==> src/rtl/can_frame_if.sv <==
// Bus-side bundle for the CAN receive frame decoder: serial input, sample
// strobe and the decoded field outputs.
interface can_frame_if;
  logic        rx_bit;
  logic        sample_point;
  logic        field_start_of_frame;
  logic [10:0] field_id_a;
  logic        field_ide;
  logic        field_rtr;
  logic        field_srr;
  logic        field_reserved1;
  logic        field_reserved0;
  logic [17:0] field_id_b;
  logic [3:0]  field_dlc;
  logic [63:0] field_data;
  logic [14:0] field_crc;
  logic        field_crc_delimiter;
  logic        field_ack_slot;
  logic        field_ack_delimiter;
  logic        rtr_srr_temp;

  modport master (
    output rx_bit, sample_point,
    input  field_start_of_frame, field_id_a, field_ide, field_rtr, field_srr,
           field_reserved1, field_reserved0, field_id_b, field_dlc, field_data,
           field_crc, field_crc_delimiter, field_ack_slot, field_ack_delimiter,
           rtr_srr_temp
  );

  modport slave (
    input  rx_bit, sample_point,
    output field_start_of_frame, field_id_a, field_ide, field_rtr, field_srr,
           field_reserved1, field_reserved0, field_id_b, field_dlc, field_data,
           field_crc, field_crc_delimiter, field_ack_slot, field_ack_delimiter,
           rtr_srr_temp
  );
endinterface

==> src/rtl/can_frame_decoder.sv <==
// Receive-side CAN 2.0A/2.0B frame parser: one bit per sample strobe,
// de-stuffs SOF..CRC and splits the frame into registered fields.
module can_frame_decoder #(
  parameter int EOF_LEN   = 7,
  parameter int MAX_BYTES = 8
) (
  input  logic     clk,
  input  logic     rst,
  can_frame_if.slave bus
);

  typedef enum logic [3:0] {
    S_IDLE, S_ID_A, S_RTR_SRR, S_IDE, S_ID_B, S_RTR, S_R1, S_R0,
    S_DLC, S_DATA, S_CRC, S_CRC_DEL, S_ACK_SLOT, S_ACK_DEL, S_EOF
  } state_t;

  localparam logic [4:0] MAXB    = 5'(MAX_BYTES);
  localparam logic [6:0] EOF_END = 7'(EOF_LEN - 1);

  state_t      state;
  logic        sp_q;
  logic [6:0]  cnt;
  logic [2:0]  stuff_cnt;
  logic        last_bit;
  logic [6:0]  dbits;

  logic        sof_r;
  logic [10:0] id_a_r;
  logic        ide_r;
  logic        rtr_r;
  logic        srr_r;
  logic        r1_r;
  logic        r0_r;
  logic [17:0] id_b_r;
  logic [3:0]  dlc_r;
  logic [63:0] data_r;
  logic [14:0] crc_r;
  logic        crc_del_r;
  logic        ack_r;
  logic        ack_del_r;
  logic        rtr_srr_r;

  logic        smp;
  logic        b;
  logic        destuff_zone;
  logic        stuff_slot;
  logic [3:0]  dlc_next;
  logic [3:0]  nbytes;
  logic [6:0]  dbits_next;

  assign smp          = bus.sample_point & ~sp_q;
  assign b            = bus.rx_bit;
  assign destuff_zone = (state != S_IDLE) && (state != S_CRC_DEL) && (state != S_ACK_SLOT) &&
                        (state != S_ACK_DEL) && (state != S_EOF);
  assign stuff_slot   = destuff_zone && (stuff_cnt == 3'd5);

  // Data length resolved on the last DLC bit; remote frames carry no data.
  assign dlc_next   = {dlc_r[2:0], b};
  assign nbytes     = ({1'b0, dlc_next} > MAXB) ? MAXB[3:0] : dlc_next;
  assign dbits_next = rtr_r ? 7'd0 : {nbytes, 3'b000};

  always_ff @(posedge clk) begin
    if (!rst) begin
      state     <= S_IDLE;
      sp_q      <= 1'b1;
      cnt       <= '0;
      stuff_cnt <= '0;
      last_bit  <= 1'b0;
      dbits     <= '0;
      sof_r     <= 1'b0;
      id_a_r    <= '0;
      ide_r     <= 1'b0;
      rtr_r     <= 1'b0;
      srr_r     <= 1'b0;
      r1_r      <= 1'b0;
      r0_r      <= 1'b0;
      id_b_r    <= '0;
      dlc_r     <= '0;
      data_r    <= '0;
      crc_r     <= '0;
      crc_del_r <= 1'b0;
      ack_r     <= 1'b0;
      ack_del_r <= 1'b0;
      rtr_srr_r <= 1'b0;
    end else begin
      sp_q <= bus.sample_point;
      if (smp) begin
        if (stuff_slot) begin
          // Stuff bit must be the complement of the run it breaks.
          if (b == last_bit) begin
            state <= S_IDLE;
            sof_r <= 1'b0;
          end else begin
            last_bit  <= b;
            stuff_cnt <= 3'd1;
          end
        end else begin
          if (destuff_zone) begin
            if (b == last_bit) begin
              stuff_cnt <= stuff_cnt + 3'd1;
            end else begin
              stuff_cnt <= 3'd1;
              last_bit  <= b;
            end
          end
          case (state)
            S_IDLE: begin
              if (!b) begin
                state     <= S_ID_A;
                cnt       <= '0;
                stuff_cnt <= 3'd1;
                last_bit  <= 1'b0;
                dbits     <= '0;
                sof_r     <= 1'b1;
                id_a_r    <= '0;
                ide_r     <= 1'b0;
                rtr_r     <= 1'b0;
                srr_r     <= 1'b0;
                r1_r      <= 1'b0;
                r0_r      <= 1'b0;
                id_b_r    <= '0;
                dlc_r     <= '0;
                data_r    <= '0;
                crc_r     <= '0;
                crc_del_r <= 1'b0;
                ack_r     <= 1'b0;
                ack_del_r <= 1'b0;
                rtr_srr_r <= 1'b0;
              end
            end
            S_ID_A: begin
              id_a_r <= {id_a_r[9:0], b};
              if (cnt == 7'd10) begin
                cnt   <= '0;
                state <= S_RTR_SRR;
              end else begin
                cnt <= cnt + 7'd1;
              end
            end
            S_RTR_SRR: begin
              rtr_srr_r <= b;
              state     <= S_IDE;
            end
            S_IDE: begin
              ide_r <= b;
              if (b) begin
                srr_r <= rtr_srr_r;
                state <= S_ID_B;
              end else begin
                rtr_r <= rtr_srr_r;
                state <= S_R0;
              end
            end
            S_ID_B: begin
              id_b_r <= {id_b_r[16:0], b};
              if (cnt == 7'd17) begin
                cnt   <= '0;
                state <= S_RTR;
              end else begin
                cnt <= cnt + 7'd1;
              end
            end
            S_RTR: begin
              rtr_r <= b;
              state <= S_R1;
            end
            S_R1: begin
              r1_r  <= b;
              state <= S_R0;
            end
            S_R0: begin
              r0_r  <= b;
              cnt   <= '0;
              state <= S_DLC;
            end
            S_DLC: begin
              dlc_r <= dlc_next;
              if (cnt == 7'd3) begin
                cnt   <= '0;
                dbits <= dbits_next;
                state <= (dbits_next == 7'd0) ? S_CRC : S_DATA;
              end else begin
                cnt <= cnt + 7'd1;
              end
            end
            S_DATA: begin
              data_r <= {data_r[62:0], b};
              if (cnt == dbits - 7'd1) begin
                cnt   <= '0;
                state <= S_CRC;
              end else begin
                cnt <= cnt + 7'd1;
              end
            end
            S_CRC: begin
              crc_r <= {crc_r[13:0], b};
              if (cnt == 7'd14) begin
                cnt   <= '0;
                state <= S_CRC_DEL;
              end else begin
                cnt <= cnt + 7'd1;
              end
            end
            S_CRC_DEL: begin
              crc_del_r <= b;
              state     <= S_ACK_SLOT;
            end
            S_ACK_SLOT: begin
              ack_r <= b;
              state <= S_ACK_DEL;
            end
            S_ACK_DEL: begin
              ack_del_r <= b;
              cnt       <= '0;
              state     <= S_EOF;
            end
            S_EOF: begin
              // A dominant bit here ends the frame early as well.
              if (!b || cnt == EOF_END) begin
                cnt   <= '0;
                state <= S_IDLE;
                sof_r <= 1'b0;
              end else begin
                cnt <= cnt + 7'd1;
              end
            end
            default: state <= S_IDLE;
          endcase
        end
      end
    end
  end

  assign bus.field_start_of_frame = sof_r;
  assign bus.field_id_a           = id_a_r;
  assign bus.field_ide            = ide_r;
  assign bus.field_rtr            = rtr_r;
  assign bus.field_srr            = srr_r;
  assign bus.field_reserved1      = r1_r;
  assign bus.field_reserved0      = r0_r;
  assign bus.field_id_b           = id_b_r;
  assign bus.field_dlc            = dlc_r;
  assign bus.field_data           = data_r;
  assign bus.field_crc            = crc_r;
  assign bus.field_crc_delimiter  = crc_del_r;
  assign bus.field_ack_slot       = ack_r;
  assign bus.field_ack_delimiter  = ack_del_r;
  assign bus.rtr_srr_temp         = rtr_srr_r;

endmodule

==> src/flat_wrapper.sv <==
// flat-port wrapper written by rule: the top's interface ports become plain ports
module can_frame_decoder_flat 
#(
  parameter int EOF_LEN   = 7,
  parameter int MAX_BYTES = 8
)
  (clk, rst, bus_rx_bit, bus_sample_point, bus_field_start_of_frame, bus_field_id_a, bus_field_ide, bus_field_rtr, bus_field_srr, bus_field_reserved1, bus_field_reserved0, bus_field_id_b, bus_field_dlc, bus_field_data, bus_field_crc, bus_field_crc_delimiter, bus_field_ack_slot, bus_field_ack_delimiter, bus_rtr_srr_temp);
  can_frame_if bus_i ();
  input  logic clk;
  input  logic rst;
  input wire logic [$bits(bus_i.rx_bit)-1:0] bus_rx_bit;
  input wire logic [$bits(bus_i.sample_point)-1:0] bus_sample_point;
  output wire logic [$bits(bus_i.field_start_of_frame)-1:0] bus_field_start_of_frame;
  output wire logic [$bits(bus_i.field_id_a)-1:0] bus_field_id_a;
  output wire logic [$bits(bus_i.field_ide)-1:0] bus_field_ide;
  output wire logic [$bits(bus_i.field_rtr)-1:0] bus_field_rtr;
  output wire logic [$bits(bus_i.field_srr)-1:0] bus_field_srr;
  output wire logic [$bits(bus_i.field_reserved1)-1:0] bus_field_reserved1;
  output wire logic [$bits(bus_i.field_reserved0)-1:0] bus_field_reserved0;
  output wire logic [$bits(bus_i.field_id_b)-1:0] bus_field_id_b;
  output wire logic [$bits(bus_i.field_dlc)-1:0] bus_field_dlc;
  output wire logic [$bits(bus_i.field_data)-1:0] bus_field_data;
  output wire logic [$bits(bus_i.field_crc)-1:0] bus_field_crc;
  output wire logic [$bits(bus_i.field_crc_delimiter)-1:0] bus_field_crc_delimiter;
  output wire logic [$bits(bus_i.field_ack_slot)-1:0] bus_field_ack_slot;
  output wire logic [$bits(bus_i.field_ack_delimiter)-1:0] bus_field_ack_delimiter;
  output wire logic [$bits(bus_i.rtr_srr_temp)-1:0] bus_rtr_srr_temp;
  assign bus_i.rx_bit = bus_rx_bit;
  assign bus_i.sample_point = bus_sample_point;
  assign bus_field_start_of_frame = bus_i.field_start_of_frame;
  assign bus_field_id_a = bus_i.field_id_a;
  assign bus_field_ide = bus_i.field_ide;
  assign bus_field_rtr = bus_i.field_rtr;
  assign bus_field_srr = bus_i.field_srr;
  assign bus_field_reserved1 = bus_i.field_reserved1;
  assign bus_field_reserved0 = bus_i.field_reserved0;
  assign bus_field_id_b = bus_i.field_id_b;
  assign bus_field_dlc = bus_i.field_dlc;
  assign bus_field_data = bus_i.field_data;
  assign bus_field_crc = bus_i.field_crc;
  assign bus_field_crc_delimiter = bus_i.field_crc_delimiter;
  assign bus_field_ack_slot = bus_i.field_ack_slot;
  assign bus_field_ack_delimiter = bus_i.field_ack_delimiter;
  assign bus_rtr_srr_temp = bus_i.rtr_srr_temp;
  can_frame_decoder #(.EOF_LEN(EOF_LEN), .MAX_BYTES(MAX_BYTES)) u_core (.clk(clk), .rst(rst), .bus(bus_i));
endmodule
==> config.mk <==
export PLATFORM = sky130hd
export DESIGN_NAME = can_frame_decoder_flat
export DESIGN_NICKNAME = d
export VERILOG_FILES = /design/src/rtl/can_frame_if.sv /design/src/rtl/can_frame_decoder.sv /design/src/flat_wrapper.sv
export SDC_FILE = /design/constraint.sdc
export NUM_CORES = 1
export LEC_CHECK = 0
export ABC_AREA = 1
export BUFFER_PORTS_ARGS = -buffer_cell sky130_fd_sc_hd__clkbuf_2
export CORE_AREA = 2 2 110 112
export CTS_BUF_LIST = sky130_fd_sc_hd__clkbuf_8
export CTS_CLUSTER_DIAMETER = 80
export DETAILED_ROUTE_END_ITERATION = 7
export DIE_AREA = 0 0 112 114
export PLACE_DENSITY = 0.85
export SKIP_CTS_REPAIR_TIMING = 1
export SYNTH_ARGS = -nofsm -noshare
export SYNTH_HDL_FRONTEND = slang
export SYNTH_SLANG_ARGS = --single-unit
==> constraint.sdc <==
create_clock -name clk -period 2.2 [get_ports clk]
set_clock_uncertainty 0.1 [all_clocks]
set_input_delay 0.22 -clock clk [delete_from_list [all_inputs] [get_ports clk]]
set_output_delay 0.22 -clock clk [all_outputs]
set_load 0.02 [all_outputs]
==> summary.txt <==
Synth
  – Synth Instances: approximately 860
  – Most frequent cells after synthesis: 294 x nand2_1, 142 x dfxtp_1, 124 x a21oi_1
  – Netlist cell types: 32
  – Post-Syn Nets: around 870
  – Ys flop type: dfxtp_1
  – Post-synthesis async set-or-reset flop share: 0%
  – Post-synth EDFFs: 0
  – Yosys reg bits: 142
  – Most common cell in the synthesized netlist: nand2_1
  – Yosys Warn Count: 0
  – Synth top area cells: dfxtp_1 46%, nand2_1 18%, a21oi_1 10%, nor2_1 4.1%, inv_1 3.8%
  – Synth Cell Area: a little over 6000 µm²
  – Seq/Total Area, Yosys: a little under half
  – Yosys top cell area share: a little under half
  – Avg Synthesized Cell Area: 7.13 µm²
  – Synth area leader: dfxtp_1

GRT
  – Initial antenna violation count: 0
  – Total GRT Usage: between 20% and 30%
  – Largest net degree at the start of global routing: between 60 and 70
  – Grt total ovfl: 0
  – Vias in the first global route: 5297
  – First-pass GRT wire length: 24600 µm

Clocking
  – Root buffer cell: clkbuf_8
  – Num CTS Buffers: 17
  – Deepest clock path buffer count: 2
  – Clock Sinks: around 140
  – Worst skew pair latency: 0.46 ns
  – CTS H-tree lvls: 4
  – CTS tree: done
  – Clk pin slew, worst setup/hold paths: about 0.08 ns

STA
  – Fmax: approximately 470 MHz
  – Final Critical Period: between 2 and 2.5 ns
  – Rel. slew slack: between 60% and 70%
  – Setup violations, final: 0
  – Final Hold Violating Endpoints: 0
  – Slew @ Worst Pin: ~0.51 ns
  – Period utilisation layout: between 90% and 100%
  – Hold WS: between 0.1 and 0.15 ns
  – RSZ-0062 raised after global routing: true
  – Max Slew Vio Count: 0

Critical path
  – Critical path fanouts, max: 32
  – Critical path arrival: about 2.4 ns
  – CP peak stage delay: around 0.38 ns
  – Worst setup SP type: flip-flop
  – Largest delay share family, worst path: simple AND/OR/NAND/NOR gates
  – Bufs and invs on worst path: 2
  – Crit Path Category: flip-flop to flip-flop
  – Crit-path cells: inv_1 -> a21oi_2 -> nand2_2 -> nand4_4 -> nand2_8 -> nor3_4 -> buf_6 -> nand2_2 -> a21oi_2
  – Worst r2r src: u_core.state[3]
  – Worst reg-to-reg setup slack: ~0.088 ns
  – Crit path capture type: flip-flop
  – Slowest CP cell: dfxtp_2
  – R2R depth: 9
  – Critical Path RT: roughly 2.5 ns
  – Reg-to-Reg End: u_core.bus.field_data[63]

Floorplan
  – Vert. Die Dim: ~110 µm
  – Row count: 40
  – I/O Pins: ~130
  – Die footprint: roughly 13000 µm²
  – Core region area: between 10000 and 15000 µm²
  – DIE WIDTH: around 110 µm
  – Starting Density: a little over half

Detailed routing
  – Initial drt markers: 534
  – DR pass1 iterations: 5
  – DRC: 0
  – DRT antenna net count: 0
  – Vias after detailed routing: 6056
  – Drt wl/cell: between 10 and 15 µm
  – Vias/cell: about 5.2
  – Detailed Route WL: about 16000 µm

Finish
  – Final net count: 1014
  – N_diodes: 0
  – Area growth syn-to-layout: 24.0%
  – FILL cells: slightly above 1k
  – Share of cells above drive strength 1: a little under a quarter
  – Sequential cell area: around 2900 µm²
  – Final core utilization: 65.1%
  – Finished layout cell area: approximately 7600 µm²
  – Area of the multi-input gates: roughly 2800 µm²
  – Post-Layout Cell Count: approximately 1.2k

Placed design
  – Routability Congestion: about 0.94
  – Cell Area, Placed: 7030 µm²
  – Placed Instances: roughly 1.1k
  – I/O Buffers: around 130
  – Dpl hpwl: between 10000 and 15000 µm

Run status
  – Status: finished, final reports clean

Power and ir drop
  – Power Total: 5.43 mW
  – Maximum vdd drop: around 550 µV
  – PD cells: 712 nW/µm²
  – Lkg Pwr: 3.25 nW

Worst hold path
  – Min-Delay Path Class: input port to flip-flop
  – Worst Hold End: u_core.sp_q
  – Hold Path Depth: 2
  – HP Start: rst

Job
  – Max cap viols: 0
[layout by cell type, fill, tap and decap left out, drive strengths merged]
cell type | synthesis | layout
ha | 8 | 8
nand2 | 309 | 309
clkinv | 1 | 4
a211oi | 1 | 1
clkinvlp | 0 | 2
o22ai | 1 | 1
nand3b | 1 | 1
nand3 | 31 | 31
buf | 21 | 32
bufinv | 0 | 5
dlygate4sd3 | 0 | 2
o311ai | 1 | 1
nor2 | 70 | 70
nor3 | 15 | 15
xor2 | 2 | 2
o21ai | 27 | 27
dfxtp | 142 | 142
o31ai | 1 | 1
clkbuf | 19 | 145
inv | 68 | 72
nand4 | 7 | 7
o211ai | 2 | 2
a21oi | 135 | 135
[worst max path at each step]
| stage | startpoint | end | cells after the start |
|---|---|---|---|
| floorplan | u_core.state[1] | u_core.bus.field_data[56] | 11 |
| finish | u_core.state[3] | u_core.bus.field_data[63] | 9 |
| global placement | u_core.state[1] | u_core.cnt[4] | 9 |
| detailed placement | u_core.state[1] | u_core.cnt[4] | 9 |
| global route | u_core.state[3] | u_core.bus.field_data[63] | 9 |
| CTS | u_core.state[1] | u_core.cnt[4] | 9 |
[registers in the layout, summed over array words and instances, names as in the netlist]
name / count
u_core.bus.field_start_of_frame: 1
u_core.bus.field_id_a: 11
u_core.bus.field_ack_slot: 1
u_core.last_bit: 1
u_core.bus.field_reserved0: 1
u_core.bus.field_ide: 1
u_core.cnt: 7
u_core.bus.field_rtr: 1
u_core.bus.field_dlc: 4
u_core.bus.field_ack_delimiter: 1
u_core.stuff_cnt: 3
u_core.state: 4
u_core.bus.field_data: 64
u_core.bus.field_reserved1: 1
u_core.bus.field_srr: 1
u_core.sp_q: 1
u_core.bus.rtr_srr_temp: 1
u_core.bus.field_id_b: 18
u_core.bus.field_crc: 15
u_core.bus.field_crc_delimiter: 1
u_core.dbits: 4
[cell families (layout without fill, tap and decap cells)]
kind of cell / after synthesis / count (layout) / share of synthesized area (%)
compound gates: 168 / 168 / 14.7
xor+xnor: 2 / 2 / 0.285
fa+ha+maj: 8 / 8 / 1.63
buf+inv: 109 / 262 / 7.92
flops: 142 / 142 / 46.3
simple gates: 433 / 433 / 29.2
[cell type report]
type | count | area share, %
clock buffer | 18 | 3.25
tap | 147 | 2.41
clock inverter | 14 | 2.84
inverter | 69 | 3.46
multi-input combinational | 611 | 37.2
timing repair buffer | 161 | 13.4
sequential | 142 | 37.4
[report_power, final]
part / switching [mW] / internal [mW]
sequential: 0.0241 / 2.59
clock: 1.02 / 1.38
combinational: 0.274 / 0.131
[through the flow]
stage / TNS (ns) / setup WS (ns)
6_report: 0 / 0.0881
2_1_floorplan: 0 / 0.270
3_3_place_gp: 0 / 0.0991
3_5_place_dp: -0.00788 / -0.00788
4_1_cts: -0.0230 / -0.0230
5_1_grt: -0.0209 / -0.0116
[routing by layer]
layer	routed length, µm	vias up	global-route usage (%)
li1	-	3034	-
met1	6820	2771	29.8
met2	7360	224	38.0
met3	1250	27	8.02
met4	274	0	8.13
met5	0	-	0
Power figures use the tool's default switching activity.
